File: src/rtl/cpubus_mem_responder.sv
// Memory end of the 10-phase byte-serial CPU bus: deserialises addr/wdata/flag, owns a word register file, serialises read data.
// Latency: write commits on the edge ending phase 5; read data is on the lane 1 cycle after the flag byte (phases 6..9, LSB first).
// Backpressure: none; runs in lockstep with the handler. Optional CPUBUS_BOUNDS_CHECK_EN adds a window check and err_cnt.
module cpubus_mem_responder #(
    parameter int          DEPTH     = 16,
    parameter int          IDX_W     = 4,
    parameter int          ADDR_LSB  = 2,
    parameter logic [31:0] BASE_ADDR = 32'h0
) (
    input  logic             clk,
    input  logic             rst,
    input  logic [7:0]       bus_addr_in,
    input  logic [7:0]       bus_data_in,
    output logic [7:0]       bus_data_out,
    output logic [7:0]       bus_data_oe,
    input  logic             ld_we,
    input  logic [IDX_W-1:0] ld_idx,
    input  logic [31:0]      ld_data,
    output logic             frame_done,
    output logic [31:0]      last_addr,
    output logic             last_wr
`ifdef CPUBUS_BOUNDS_CHECK_EN
    ,
    output logic [7:0]       err_cnt
`endif
);

    localparam logic [3:0] PH_FLAG = 4'd5;
    localparam logic [3:0] PH_LAST = 4'd9;

    logic [3:0]       r_ph;
    logic [31:0]      r_addr;
    logic [31:0]      r_wdata;
    logic [31:0]      r_rdata;
    logic             r_flag;
    logic [7:0]       r_oe;
    logic             r_frame_done;
    logic [31:0]      r_last_addr;
    logic             r_last_wr;
    logic [31:0]      r_mem [DEPTH];

    logic             w_end_flag;
    logic             w_flag_now;
    logic             w_in_range;
    logic [IDX_W-1:0] w_idx;
    logic             w_commit_wr;

    // The flag byte is consumed on the same edge that commits, so it is taken straight off the lane.
    assign w_end_flag = (r_ph == PH_FLAG);
    assign w_flag_now = bus_addr_in[0];

`ifdef CPUBUS_BOUNDS_CHECK_EN
    localparam logic [31:0] SPAN = 32'(DEPTH * 4);
    logic [31:0] w_off;
    logic [7:0]  r_err_cnt;

    // Offset-based compare avoids overflow of BASE_ADDR + SPAN near the top of the map.
    assign w_off      = r_addr - BASE_ADDR;
    assign w_in_range = (r_addr >= BASE_ADDR) && (w_off < SPAN);
    assign w_idx      = w_off[ADDR_LSB +: IDX_W];
    assign err_cnt    = r_err_cnt;

    // Count out-of-range frames once each at the flag edge; saturate rather than wrap.
    always_ff @(posedge clk or posedge rst) begin
        if (rst) begin
            r_err_cnt <= 8'h00;
        end else if (w_end_flag && !w_in_range && (r_err_cnt != 8'hFF)) begin
            r_err_cnt <= r_err_cnt + 8'd1;
        end
    end
`else
    logic w_unused_base;

    // Without the window check the upper address bits simply alias.
    assign w_in_range    = 1'b1;
    assign w_idx         = r_addr[ADDR_LSB +: IDX_W];
    assign w_unused_base = ^BASE_ADDR;
`endif

    assign w_commit_wr  = w_end_flag && w_flag_now && w_in_range;
    assign bus_data_oe  = r_oe;
    assign frame_done   = r_frame_done;
    assign last_addr    = r_last_addr;
    assign last_wr      = r_last_wr;

    // Phase counter, lockstep with the handler: 0..9 then wrap.
    always_ff @(posedge clk or posedge rst) begin
        if (rst) begin
            r_ph <= 4'd0;
        end else if (r_ph == PH_LAST) begin
            r_ph <= 4'd0;
        end else begin
            r_ph <= r_ph + 4'd1;
        end
    end

    // Deserialise address/write data in phases 1..4 (byte 0 first) and the R/W flag in phase 5.
    always_ff @(posedge clk or posedge rst) begin
        if (rst) begin
            r_addr  <= 32'h0;
            r_wdata <= 32'h0;
            r_flag  <= 1'b0;
        end else begin
            case (r_ph)
                4'd1: begin r_addr[7:0]   <= bus_addr_in; r_wdata[7:0]   <= bus_data_in; end
                4'd2: begin r_addr[15:8]  <= bus_addr_in; r_wdata[15:8]  <= bus_data_in; end
                4'd3: begin r_addr[23:16] <= bus_addr_in; r_wdata[23:16] <= bus_data_in; end
                4'd4: begin r_addr[31:24] <= bus_addr_in; r_wdata[31:24] <= bus_data_in; end
                4'd5: r_flag <= w_flag_now;
                default: ;
            endcase
        end
    end

    // Word store: preload first so a same-edge bus write to the same word overrides it.
    always_ff @(posedge clk or posedge rst) begin
        if (rst) begin
            for (int i = 0; i < DEPTH; i++) begin
                r_mem[i] <= 32'h0;
            end
        end else begin
            if (ld_we) begin
                r_mem[ld_idx] <= ld_data;
            end
            if (w_commit_wr) begin
                r_mem[w_idx] <= r_wdata;
            end
        end
    end

    // Read capture, lane enable for phases 6..9 of reads, and end-of-frame status.
    always_ff @(posedge clk or posedge rst) begin
        if (rst) begin
            r_rdata      <= 32'h0;
            r_oe         <= 8'h00;
            r_frame_done <= 1'b0;
            r_last_addr  <= 32'h0;
            r_last_wr    <= 1'b0;
        end else begin
            r_frame_done <= 1'b0;
            if (w_end_flag && !w_flag_now) begin
                r_rdata <= w_in_range ? r_mem[w_idx] : 32'h0;
                r_oe    <= 8'hFF;
            end
            if (r_ph == PH_LAST) begin
                r_oe         <= 8'h00;
                r_frame_done <= 1'b1;
                r_last_addr  <= r_addr;
                r_last_wr    <= r_flag;
            end
        end
    end

    // Read-data byte select; held for the whole phase so the handler's mid-phase sample is clean.
    always_comb begin
        bus_data_out = 8'h00;
        case (r_ph)
            4'd6: bus_data_out = r_rdata[7:0];
            4'd7: bus_data_out = r_rdata[15:8];
            4'd8: bus_data_out = r_rdata[23:16];
            4'd9: bus_data_out = r_rdata[31:24];
            default: bus_data_out = 8'h00;
        endcase
    end

endmodule
File: config.mk
export PLATFORM = sky130hd
export DESIGN_NAME = cpubus_mem_responder
export DESIGN_NICKNAME = d
export VERILOG_FILES = /design/src/rtl/cpubus_mem_responder.sv
export SDC_FILE = /design/constraint.sdc
export NUM_CORES = 2
export LEC_CHECK = 0
export ABC_AREA = 0
export CAP_MARGIN = 40
export CORE_UTILIZATION = 67
export CTS_CLUSTER_SIZE = 16
export DETAILED_ROUTE_END_ITERATION = 8
export GPL_ROUTABILITY_DRIVEN = 0
export PLACE_DENSITY_LB_ADDON = 0.2
export SYNTH_ARGS = -nofsm -noshare
export SYNTH_HDL_FRONTEND = slang
export SYNTH_SLANG_ARGS = --single-unit
export TNS_END_PERCENT = 1
File: constraint.sdc
create_clock -name clk -period 30.7 [get_ports clk]
set_input_delay 3.07 -clock clk [delete_from_list [all_inputs] [get_ports clk]]
set_output_delay 3.07 -clock clk [all_outputs]
set_load 0.02 [all_outputs]
==> metrics.csv <==
stage,metric,value,unit
clock_tree,clk_path_buf_depth,3,
detailed_routing,dr.pass1.iters,6,
detailed_routing,ant_nets,0,
floorplanning,die_w,226,µm
power,max-vdd-ir-drop,0.0482,mV
yosys,ys_types,45,
timing,whs,503,ps
timing,report.final.slew_viol_count,0,
yosys,synth_top_area_frac,0.483,
worst_setup_path,worstReg2RegStart,r_addr[5],
yosys,synth_nets,2842,
run_status,status,completed,
worst_hold_path,min_to,last_addr[11],
worst_setup_path,critPathKind,register to output pin,
clock_tree,clock-sinks,648,
timing,period_minus_slack,6610,ps
yosys,synth_edf_count,0,
worst_setup_path,r2r_end,r_mem[296],
worst_setup_path,reg2reg_depth,6,
timing,clock_skew,23.9,ps
detailed_routing,drcViolationCount,0,
clock_tree,cts-root-buf,clkbuf_16,
global_routing,antenna_found_initial,3,
timing,max_freq,151,MHz
yosys,async_reset_ff_frac,1.00,
worst_setup_path,crit_chain,nand2b_1 > nor2_4 > buf_4 > a22oi_1 > o21ai_0 > clkdlybuf4s50_1,
yosys,synth_warnings,0,
yosys,synth_flop_cell,dfrtp_1,
timing,timing.final.crit_share,0.215,
global_routing,overflow,0,
floorplanning,num_rows,81,
clock_tree,cts.hold.buffers_added,0,
timing,tightestPinTransition,927,ps
clock_tree,clkSlewWorstSetupHoldPaths,60,ps
clock_tree,cts_buffers,68,
place,portBuffers,104,
yosys,avgSynthCellArea,12.1,µm²
global_routing,grt_usage,0.406,
timing,max_slew_margin,0.382,
yosys,synthCells,2787,
yosys,syn_area,33600,µm²
global_routing,grt_pass1_wl,153,mm
timing,grt_setup_unrepaired,false,
worst_setup_path,end_kind,output pin,
worst_setup_path,max_stage_delay,720,ps
finish,design_area,37400,µm²
clock_tree,cts_tree,yes,
clock_tree,cts_resized,0,
place,post-place-ws,24580,ps
worst_hold_path,whs_path_depth,1,
global_routing,grt_max_degree,118,
yosys,ys_seq_elements,648,
floorplanning,core-area,49300,µm²
run,cap_violations,0,
yosys,synth_seq_area_share,0.483,
power,power,2420,µW
power,p_leak,0.0156,µW
timing,hold_viol,0,
power,powerDensity,64.8,nW/µm²
detailed_routing,wl,101,mm
yosys,synth.largest_area_cell,dfrtp_1,
worst_setup_path,path_max_fanout,42,
worst_setup_path,start_kind,register,
clock_tree,insertion_delay,610,ps
detailed_routing,via_count,24200,
global_routing,grt_pass1_vias,25100,
finish,nets,2767,
worst_setup_path,worst_path_max_delay_cell,clkdlybuf4s50_1,
floorplanning,start_util,0.682,
place,placed_cell_area,35100,µm²
timing,fin_ws,24090,ps
detailed_routing,wire_per_inst,29.3,µm
worst_hold_path,hold_path_class,register to register,
place,dp_hpwl,57.6,mm
floorplanning,die_y,226,µm
clock_tree,h-tree-depth,3,
worst_setup_path,arrival,3540,ps
timing,tns,0,ps
detailed_routing,routed_via_density,7.06,
finish,drive_gt1_frac,0.289,
detailed_routing,drt_iter0_drc,2964,
yosys,ys_top_cells_by_area,"dfrtp_1, mux2_2, mux2i_1",
worst_setup_path,r2r_slack,26520,ps
floorplanning,dieArea,51100,µm²
worst_setup_path,cp.required,27630,ps
clock_tree,cts_setup_buffers,0,
finish,area_growth,11.2,%
worst_hold_path,hold_start,r_addr[11],
timing,setup_viol,0,
floorplanning,io_pins,105,
==> power by group <==
part	total, µW	internal (µW)	switching (µW)
sequential	1150	1030	119
combinational	452	266	186
clock	821	482	339
==> routing by layer <==
metal / track usage / up-vias / part of all wire
met4: 0.203 / 0 / 0.047
li1: - / 9962 / -
met5: 0 / - / 0
met1: 0.550 / 12400 / 0.38
met3: 0.106 / 296 / 0.12
met2: 0.611 / 1575 / 0.45
==> worst max-delay path, delay by kind of cell (launching register included) <==
family | cells | cell delay (ps)
buffers and inverters | 2 | 1250
DFF | 1 | 710
AOI/OAI and AO/OA | 2 | 520
and+or+nand+nor | 2 | 440
==> Yosys cell counts (all sizes together), types with 2 or more instances <==
cell and instances:
a21oi 287, a22oi 14, buf 138, clkbuf 184
dfrtp 648, inv 4, mux2 514, mux2i 322
mux4 127, nand2 73, nand2b 8, nand3 8
nand3b 3, nand4 6, nor2 206, nor2b 3
nor3 73, nor4 5, o21ai 76, o22ai 62
or2 5, or3 4, or4 2
==> state kept, by name, summed over array words and instances, names as in the netlist <==
signal and count:
bus_data_oe 1, frame_done 1, last_addr 32, last_wr 1, r_addr 32, r_flag 1, r_mem 512, r_ph 4
r_rdata 32, r_wdata 32
==> placed cells by master, fill, tap and decap left out, drive strengths merged, types with 2 or more instances in the layout <==
cell             n
nand3b           3
buf             73
nand2b           8
dfrtp          648
nor3            73
or2              5
clkdlybuf4s50  104
a22oi           14
diode            3
clkbuf         110
a21oi          287
mux2           514
nor2           206
or4              2
nand2           73
or3              4
mux2i          322
nand3            8
nor2b            3
nand4            6
mux4           127
o22ai           62
clkinv           6
inv              5
bufinv           2
o21ai           76
nor4             5
==> final cells by class <==
| type | count | area (µm²) |
|---|---|---|
| Multi-Input combinational cell | 1812 | 16200 |
| Timing Repair Buffer | 177 | 1900 |
| Antenna cell | 3 | 7.51 |
| Clock inverter | 9 | 101 |
| Fill cell | 3153 | 11900 |
| Sequential cell | 648 | 16200 |
| Clock buffer | 110 | 2090 |
| Tap cell | 664 | 831 |
| Inverter | 5 | 26.3 |
==> per-stage QoR <==
step           utilization  cells
2_1_floorplan            -   2787
3_3_place_gp         0.705   3287
3_5_place_dp         0.713   3305
4_1_cts              0.758   3424
5_1_grt              0.758   3427
6_report             0.758   3428
==> worst max-delay path by stage <==
stage / cells after the start / to / startpoint / slack, ps
after floorplan: 1 / bus_data_oe[6] / rst / 9470
after global placement: 6 / r_mem[439] / bus_addr_in[0] / 24290
after detailed placement: 6 / r_mem[22] / bus_addr_in[0] / 24580
after CTS: 6 / bus_data_out[7] / r_ph[0] / 24190
after global routing: 6 / bus_data_out[7] / r_ph[0] / 24080
final: 6 / bus_data_out[7] / r_ph[0] / 24090
==> cells by family (layout without fill, tap and decap cells) <==
| kind of cell | Yosys count | in the layout | synth area share |
|---|---|---|---|
| AND/OR/NAND/NOR | 405 | 405 | 0.0535 |
| multiplexers | 963 | 963 | 0.353 |
| flip-flops | 648 | 648 | 0.483 |
| buffers and inverters | 327 | 301 | 0.0406 |
| XOR/XNOR | 1 | 1 | 0.000261 |
| AO/OA/AOI/OAI | 443 | 443 | 0.0697 |
| other | 0 | 3 | 0 |
No activity file was read; power rests on OpenSTA's default activity.
